[src/rtl/timer_pkg.sv]
// Shared definitions for the timer controller: FSM state encoding and run-mode constants.
package timer_pkg;

  typedef enum logic {
    IDLE = 1'b0,
    RUN  = 1'b1
  } state_e;

  localparam logic MODE_ONESHOT  = 1'b0;
  localparam logic MODE_PERIODIC = 1'b1;

endpackage

[src/rtl/timer_ctrl_if.sv]
// Control/status bundle between a timer client (master) and timer_ctrl (slave).
// start is a request sampled every clk; it is accepted only in IDLE with stop low and
// period != 0, rejected with a one-cycle err when period == 0, and ignored in RUN.
interface timer_ctrl_if #(
  parameter int CW = 16
);
  import timer_pkg::*;

  logic          start;
  logic          stop;
  logic          mode;
  logic [CW-1:0] period;
  logic          busy;
  logic          tick;
  logic          expire;
  logic          err;
  logic [CW-1:0] count;
  state_e        dbg_state;

  modport master (
    output start, stop, mode, period,
    input  busy, tick, expire, err, count, dbg_state
  );

  modport slave (
    input  start, stop, mode, period,
    output busy, tick, expire, err, count, dbg_state
  );

endinterface

[src/rtl/timer_ctrl_prescaler.sv]
// Free-running divide-by-PRESCALE counter with a registered pulse on each wrap to 0.
module prescaler #(
  parameter  int PRESCALE = 100,
  localparam int QW       = (PRESCALE > 1) ? $clog2(PRESCALE) : 1
) (
  input  logic          clk,
  input  logic          rst,
  input  logic          en,
  input  logic          clr,
  output logic [QW-1:0] q,
  output logic          wrap
);

  localparam logic [QW-1:0] LAST = QW'(PRESCALE - 1);

  logic [QW-1:0] q_q, q_d;
  logic          wrap_q, wrap_d;

  // clr wins over en so an abort can never emit a wrap on the same edge.
  always_comb begin
    q_d    = q_q;
    wrap_d = 1'b0;
    if (clr) begin
      q_d = '0;
    end else if (en) begin
      if (q_q == LAST) begin
        q_d    = '0;
        wrap_d = 1'b1;
      end else begin
        q_d = q_q + QW'(1);
      end
    end
  end

  always_ff @(posedge clk) begin
    if (!rst) begin
      q_q    <= '0;
      wrap_q <= 1'b0;
    end else begin
      q_q    <= q_d;
      wrap_q <= wrap_d;
    end
  end

  assign q    = q_q;
  assign wrap = wrap_q;

endmodule

[src/rtl/timer_ctrl.sv]
// Tick-based timer: one-shot or periodic timeout of `period` ticks, each tick PRESCALE clks.
module timer_ctrl
  import timer_pkg::*;
#(
  parameter int PRESCALE = 100,
  parameter int CW       = 16
) (
  input logic          clk,
  input logic          rst,
  timer_ctrl_if.slave  bus
);

  localparam int            QW   = (PRESCALE > 1) ? $clog2(PRESCALE) : 1;
  localparam logic [QW-1:0] LAST = QW'(PRESCALE - 1);

  state_e        state_q, state_d;
  logic [CW-1:0] period_q, period_d;
  logic [CW-1:0] count_q, count_d;
  logic          mode_q, mode_d;
  logic          expire_q, expire_d;
  logic          err_q, err_d;
  logic          accept, abort;
  logic [QW-1:0] pre_q;
  logic          pre_wrap;

  prescaler #(.PRESCALE(PRESCALE)) u_prescaler (
    .clk  (clk),
    .rst  (rst),
    .en   (state_q == RUN),
    .clr  (accept || abort),
    .q    (pre_q),
    .wrap (pre_wrap)
  );

  always_comb begin
    state_d  = state_q;
    period_d = period_q;
    mode_d   = mode_q;
    count_d  = count_q;
    expire_d = 1'b0;
    err_d    = 1'b0;
    accept   = 1'b0;
    abort    = 1'b0;
    unique case (state_q)
      IDLE: begin
        if (bus.start && !bus.stop) begin
          if (bus.period == '0) begin
            err_d = 1'b1;
          end else begin
            accept   = 1'b1;
            period_d = bus.period;
            mode_d   = bus.mode;
            count_d  = '0;
            state_d  = RUN;
          end
        end
      end
      RUN: begin
        if (bus.stop) begin
          abort   = 1'b1;
          count_d = '0;
          state_d = IDLE;
        end else if (pre_q == LAST) begin
          // This edge is a tick: the prescaler wraps and emits tick alongside.
          if (count_q == period_q - CW'(1)) begin
            count_d  = '0;
            expire_d = 1'b1;
            if (mode_q == MODE_ONESHOT) state_d = IDLE;
          end else begin
            count_d = count_q + CW'(1);
          end
        end
      end
      default: state_d = IDLE;
    endcase
  end

  always_ff @(posedge clk) begin
    if (!rst) begin
      state_q  <= IDLE;
      period_q <= '0;
      mode_q   <= MODE_ONESHOT;
      count_q  <= '0;
      expire_q <= 1'b0;
      err_q    <= 1'b0;
    end else begin
      state_q  <= state_d;
      period_q <= period_d;
      mode_q   <= mode_d;
      count_q  <= count_d;
      expire_q <= expire_d;
      err_q    <= err_d;
    end
  end

  assign bus.busy      = (state_q == RUN);
  assign bus.tick      = pre_wrap;
  assign bus.expire    = expire_q;
  assign bus.err       = err_q;
  assign bus.count     = count_q;
  assign bus.dbg_state = state_q;

endmodule
[src/flat_wrapper.sv]
// flat-port wrapper written by rule: the top's interface ports become plain ports
module timer_ctrl_flat import timer_pkg::*;
#(
  parameter int PRESCALE = 100,
  parameter int CW       = 16
)
  (clk, rst, bus_start, bus_stop, bus_mode, bus_period, bus_busy, bus_tick, bus_expire, bus_err, bus_count, bus_dbg_state);
  timer_ctrl_if #(.CW(CW)) bus_i ();
  input logic clk;
  input logic rst;
  input wire logic [$bits(bus_i.start)-1:0] bus_start;
  input wire logic [$bits(bus_i.stop)-1:0] bus_stop;
  input wire logic [$bits(bus_i.mode)-1:0] bus_mode;
  input wire logic [$bits(bus_i.period)-1:0] bus_period;
  output wire logic [$bits(bus_i.busy)-1:0] bus_busy;
  output wire logic [$bits(bus_i.tick)-1:0] bus_tick;
  output wire logic [$bits(bus_i.expire)-1:0] bus_expire;
  output wire logic [$bits(bus_i.err)-1:0] bus_err;
  output wire logic [$bits(bus_i.count)-1:0] bus_count;
  output wire logic [$bits(bus_i.dbg_state)-1:0] bus_dbg_state;
  assign bus_i.start = bus_start;
  assign bus_i.stop = bus_stop;
  assign bus_i.mode = bus_mode;
  assign bus_i.period = bus_period;
  assign bus_busy = bus_i.busy;
  assign bus_tick = bus_i.tick;
  assign bus_expire = bus_i.expire;
  assign bus_err = bus_i.err;
  assign bus_count = bus_i.count;
  assign bus_dbg_state = bus_i.dbg_state;
  timer_ctrl #(.PRESCALE(PRESCALE), .CW(CW)) u_core (.clk(clk), .rst(rst), .bus(bus_i));
endmodule
[config.mk]
export PLATFORM = sky130hd
export DESIGN_NAME = timer_ctrl_flat
export DESIGN_NICKNAME = d
export VERILOG_FILES = /design/src/rtl/timer_pkg.sv /design/src/rtl/timer_ctrl_if.sv /design/src/rtl/timer_ctrl_prescaler.sv /design/src/rtl/timer_ctrl.sv /design/src/flat_wrapper.sv
export SDC_FILE = /design/constraint.sdc
export NUM_CORES = 1
export LEC_CHECK = 0
export ABC_AREA = 1
export CAP_MARGIN = 20
export CORE_AREA = 2 2 83 85
export DETAILED_ROUTE_END_ITERATION = 6
export DIE_AREA = 0 0 85 87
export GPL_TIMING_DRIVEN = 0
export SLEW_MARGIN = 0
export SYNTH_ARGS = -nofsm -noshare
export SYNTH_HDL_FRONTEND = slang
export SYNTH_SLANG_ARGS = --single-unit
[constraint.sdc]
create_clock -name clk -period 3.9 [get_ports clk]
set_clock_uncertainty 0.15 [all_clocks]
set_input_delay 0.585 -clock clk [delete_from_list [all_inputs] [get_ports clk]]
set_output_delay 0.585 -clock clk [all_outputs]
set_load 0.05 [all_outputs]
* Yosys cells after proc, flatten, opt, wreduce, memory -nomap -nowiden
Cells that the tools add are included.
Operators by class: reduce and logical (&&, ||, !) cells 10, bitwise logic cells 5, equality and inequality tests 5, add/subtract/negate cells 3, multiplexer cells 20
Operators by type and width (count):
- two-way mux 16 bit | 5
- one-hot mux 16 bit (2 select lines) | 1
- adder 16 x 1 -> 16 bit (second input constant) | 1
- == test 16 bit | 1
- zero test 16 bit | 1
- subtractor 16 x 1 -> 16 bit (second input constant) | 1
- two-way mux 1 bit | 12
- adder 7 x 1 -> 7 bit (second input constant) | 1
- == test 7 bit (second input constant) | 1
- two-way mux 7 bit | 1
- AND reduction 3 bit | 2
- OR reduction 3 bit | 2
- NOT 1 bit | 5
- OR reduction 4 bit | 1
- inequality test 3 bit (second input constant) | 1
- inequality test 2 x 1 -> 1 bit (second input constant) | 1
- inequality test 2 bit (second input constant) | 1
- one-hot mux 1 bit (2 select lines) | 1
- OR reduction 2 bit | 1
- logical AND 1 bit | 1
- zero test 1 bit | 1
- logical OR 1 bit | 1
Word-level totals: register bits after elaboration 44, word-level logic and storage cells 51, output and inout bits 21, bits of input ports 21

* Logic depth before layout (Yosys ltp)
depth after elaboration 6, gate-level depth with buffers 18, depth with buffers taken out 17

* By module
Synthesis repeated with hierarchy kept, for this count alone.
Second synthesis, totals: cells, all modules 457, area total of the unflattened synthesis 2931.6 um2
Modules (own cells, without submodules):
- timer_ctrl | instances 1, cells an instance 399, area an instance 2541.2 um2
- prescaler | instances 1, cells an instance 58, area an instance 390.4 um2

* Worst setup path after synthesis
OpenSTA, ideal clock, no wires.
path type reg2reg, start point register u_core.count_q[4] (netlist: u_core.bus.count[4]), end point register u_core.count_q[10] (netlist: u_core.bus.count[10]), data arrival time 1.867 ns, buffers on the path 1, setup slack 1.764 ns, library setup time 0.119 ns, stages on the path, launching flop included 17, data required time 3.631 ns, path through dfxtp_1 -> inv_1 -> nand2_1 -> nand2_1 -> nand2_1 -> nand2_1 -> nor2_1 -> nand2_1 -> nor2_1 -> nand2_1 -> nor2_2 -> nand3_2 -> nand2_2 -> nand2_2 -> nand2_4 -> buf_12 -> nor2_2
Between the ends: word-level cells in the longest chain between the ends 5, elaborated cells between the ends (all ways) 6
Ends and longest elaborated chain:
- from (decl) | RTL line timer_ctrl.sv:18 | logic [CW-1:0] count_q, count_d;
- from (signal assigned) | RTL line timer_ctrl.sv:90 | count_q <= count_d;
- adder 16 x 1 -> 16 bit or == test 16 bit (tied branches) | RTL line timer_ctrl.sv:70, timer_ctrl.sv:65
- two-way mux 16 bit (*) | RTL line timer_ctrl.sv:65 | if (count_q == period_q - CW'(1)) begin
- two-way mux 16 bit (*) | RTL line timer_ctrl.sv:63 | end else if (pre_q == LAST) begin
- two-way mux 16 bit (*) | RTL line timer_ctrl.sv:59 | if (bus.stop) begin
- one-hot mux 16 bit (2 select lines) (*) | RTL line timer_ctrl.sv:44 | unique case (state_q)
Every way passes the cells marked *; elsewhere a longest branch is shown, timed or not. The select of a mux whose other input is x is not followed. A chain may end at the register's enable or synchronous reset.

* Worst setup path after layout
start point register u_core.state_q (netlist: u_core.bus.busy), end point output bus_dbg_state
RTL lines:
- from (decl) | RTL line timer_ctrl.sv:16 | state_e state_q, state_d;
- from (signal assigned) | RTL line timer_ctrl.sv:87 | state_q <= state_d;
- to (decl) | RTL line flat_wrapper.sv:20 | output wire logic [$bits(bus_i.dbg_state)-1:0] bus_dbg_state;
No word-level cell between the ends.

==> impl_metrics.tcl <==
set metrics [dict create \
    final_hold_viol_count 0 \
    nFillCells 676 \
    final_util 0.478 \
    worst_pin_slew_ns 0.524 \
    synth_top_family_by_area "simple AND/OR/NAND/NOR gates" \
    drive_above_1_share 0.0872 \
    synth_flop_cell "dfxtp_1" \
    core_area_um2 6570 \
    max-vdd-ir-drop_uv 152 \
    synthSimpleGateAreaFrac 0.363 \
    route.detailed.drc 0 \
    io_pins 42 \
    track_usage 0.169 \
    slowest_delay_ns 0.79 \
    area.growth.synth_to_final_pct 23.2 \
    htreeDepth 2 \
    cellPowerDensity_nw_per_um2 324 \
    numClockSinks 44 \
    cts_tree "built" \
    cp_slowest_cell "clkdlybuf4s50_1" \
    syn_inst 388 \
    worstPathCellList "buf_4 -> clkdlybuf4s50_1" \
    ys_warn_count 0 \
    fin_area_um2 3140 \
    synth_xor_area_frac 0.0961 \
    initial_core_util 0.388 \
    postSynthAreaPerCell_um2 6.58 \
    first_iter_violations 134 \
    cp-end-kind "primary output" \
    nNetsFinal 460 \
    dr.pass1.iters 6 \
    hp-class "flip-flop to flip-flop" \
    worst_setup_path_start_kind "flip-flop" \
    vias_per_cell 4.70 \
    syn-num-nets 412 \
    cp.arrival_ns 1.77 \
    layout_worst_path_cycle_share 0.643 \
    grt_pass1_wl_um 9980 \
    fin_setup_tns_ns 0 \
    critPathRequiredTime_ns 3.16 \
    slew_headroom 0.650 \
    synth_seq_area_share 0.345 \
    place_area_um2 3060 \
    dp_hpwl_um 4720 \
    yosys.area.top_type "dfxtp_1" \
    synth_fa_ha_area_frac 0.0147 \
    grt_overflow 0 \
    root_buffer "clkbuf_8" \
    gp_congestion 0.909 \
    io_buffers 41 \
    place_ws_ns 1.11 \
    status "finished clean" \
    dieArea_um2 7400 \
    synthTopCellsByArea "dfxtp_1 35%, nand2_1 13%, nor2_1 11%" \
    die_w_um 85 \
    cap_viol_max_count 0 \
    synth_compound_area_frac 0.0942 \
    wl_um 5970 \
    max_freq_mhz 399 \
    die_y_um 87 \
    setup_viol 0 \
    cp_top_family "buffers and inverters" \
    synthesis.area_um2 2550 \
    synth_cell_types 29 \
    cts_buffers 5 \
    post_cts_buffers 0 \
    antenna_found_initial 0 \
    critical_path_class "flip-flop to primary output" \
    drt-wirelength-per-cell_um 11.6 \
    final_max_slew_viol_count 0 \
    grt_max_degree 14 \
    cts_resized 0 \
    synth_seq_cells 44 \
    clkTransAtPathRegs_ns 0.09 \
    period_minus_slack_ns 2.51 \
    setup_slack_ns 1.39 \
    cts_buffer_depth 2 \
    synthMuxAreaShare 0 \
    synthArstFlopShare 0 \
    antenna_left 0 \
    ctsHoldBuffers 0 \
    holdWs_ns 0.334 \
    grt_setup_unrepaired "false" \
    clk_latency_ns 0.31 \
    crit_fanout 9 \
    vias 2423 \
    leakage_nw 1.29 \
    antenna_cells 0 \
    cp_num_buf_inv 2 \
    synth_edf_count 0 \
    netlist.area_leader.share 0.345 \
    rows 30 \
    grt_pass1_vias 2210 \
]
-- metrics by stage --
stage | cells | total power, mW
after detailed placement | 509 | 0.736
after CTS | 516 | 1.02
after floorplan | 388 | 0.666
after global placement | 509 | 0.733
final | 516 | 1.02
after global routing | 516 | 1.07
-- final timing paths --
path	startpoint	end	slack [ns]	depth (start not counted)
setup / recovery	u_core.bus.busy	bus_dbg_state	1.39	2
hold / removal	u_core.mode_q	u_core.mode_q	0.33	2
setup reg to reg	u_core.period_q[0]	u_core.bus.count[9]	1.60	16
hold reg to reg	u_core.mode_q	u_core.mode_q	0.33	2
-- power by group --
part,total (mW),internal (mW),switching (mW)
combinational,0.238,0.0942,0.144
sequential,0.487,0.467,0.0208
clock,0.293,0.122,0.171
total,1.02,0.683,0.335
-- cells by family after synthesis --
kind of cell | count (synthesis)
AO/OA/AOI/OAI | 45
buffers and inverters | 53
adder cells (fa/ha/maj) | 3
flip-flops | 44
XOR/XNOR | 28
AND/OR/NAND/NOR | 215
-- layout by cell type (no fill, tap or decap), drive strengths merged --
| master | n |
|---|---|
| a211oi | 1 |
| a21oi | 13 |
| a31o | 1 |
| buf | 3 |
| clkbuf | 10 |
| clkdlybuf4s50 | 41 |
| clkinv | 1 |
| clkinvlp | 1 |
| dfxtp | 44 |
| ha | 3 |
| inv | 45 |
| nand2 | 90 |
| nand3 | 18 |
| nand4 | 3 |
| nor2 | 91 |
| nor3 | 8 |
| nor4 | 3 |
| o211ai | 1 |
| o21ai | 26 |
| o21bai | 2 |
| o22ai | 1 |
| or2 | 2 |
| xnor2 | 9 |
| xor2 | 19 |
-- worst min-delay path, stage by stage (launching register included) --
cell	delay, ns
dfxtp_1	0.33
nor2_1	0.04
nor2_1	0.08
-- synth_stat cells (3+ instances only) --
| master | n |
|---|---|
| a21oi_1 | 13 |
| clkbuf_1 | 5 |
| dfxtp_1 | 44 |
| ha_1 | 3 |
| inv_1 | 43 |
| nand2_1 | 86 |
| nand2_2 | 3 |
| nand3_1 | 16 |
| nand4_1 | 3 |
| nor2_1 | 74 |
| nor2_2 | 17 |
| nor3_1 | 8 |
| nor4_1 | 3 |
| o21ai_0 | 25 |
| xnor2_1 | 9 |
| xor2_1 | 19 |
-- flip-flops by register name, summed over array words and instances, names as in the netlist --
register,flops
u_core.bus.expire,1
u_core.bus.err,1
u_core.u_prescaler.q,7
u_core.bus.count,16
u_core.u_prescaler.wrap,1
u_core.period_q,16
u_core.mode_q,1
u_core.bus.busy,1
-- area by class of cell --
type                       count  area [um^2]  area share
sequential                    44          881       0.280
timing repair buffer          41          410       0.131
tap                           80          100      0.0318
clock inverter                 2         12.5     0.00398
inverter                      45          169      0.0537
multi-input combinational    291         1450       0.461
clock buffer                   5         68.8      0.0219
buffer                         8         51.3      0.0163
-- metal layers --
layer,track usage,vias to the layer above,routed length [um]
met1,0.218,1061,2940
met5,0,-,0
li1,-,1304,-
met4,0.0534,0,96
met3,0.0341,8,281
met2,0.283,50,2650
No activity file was read; power rests on OpenSTA's default activity.
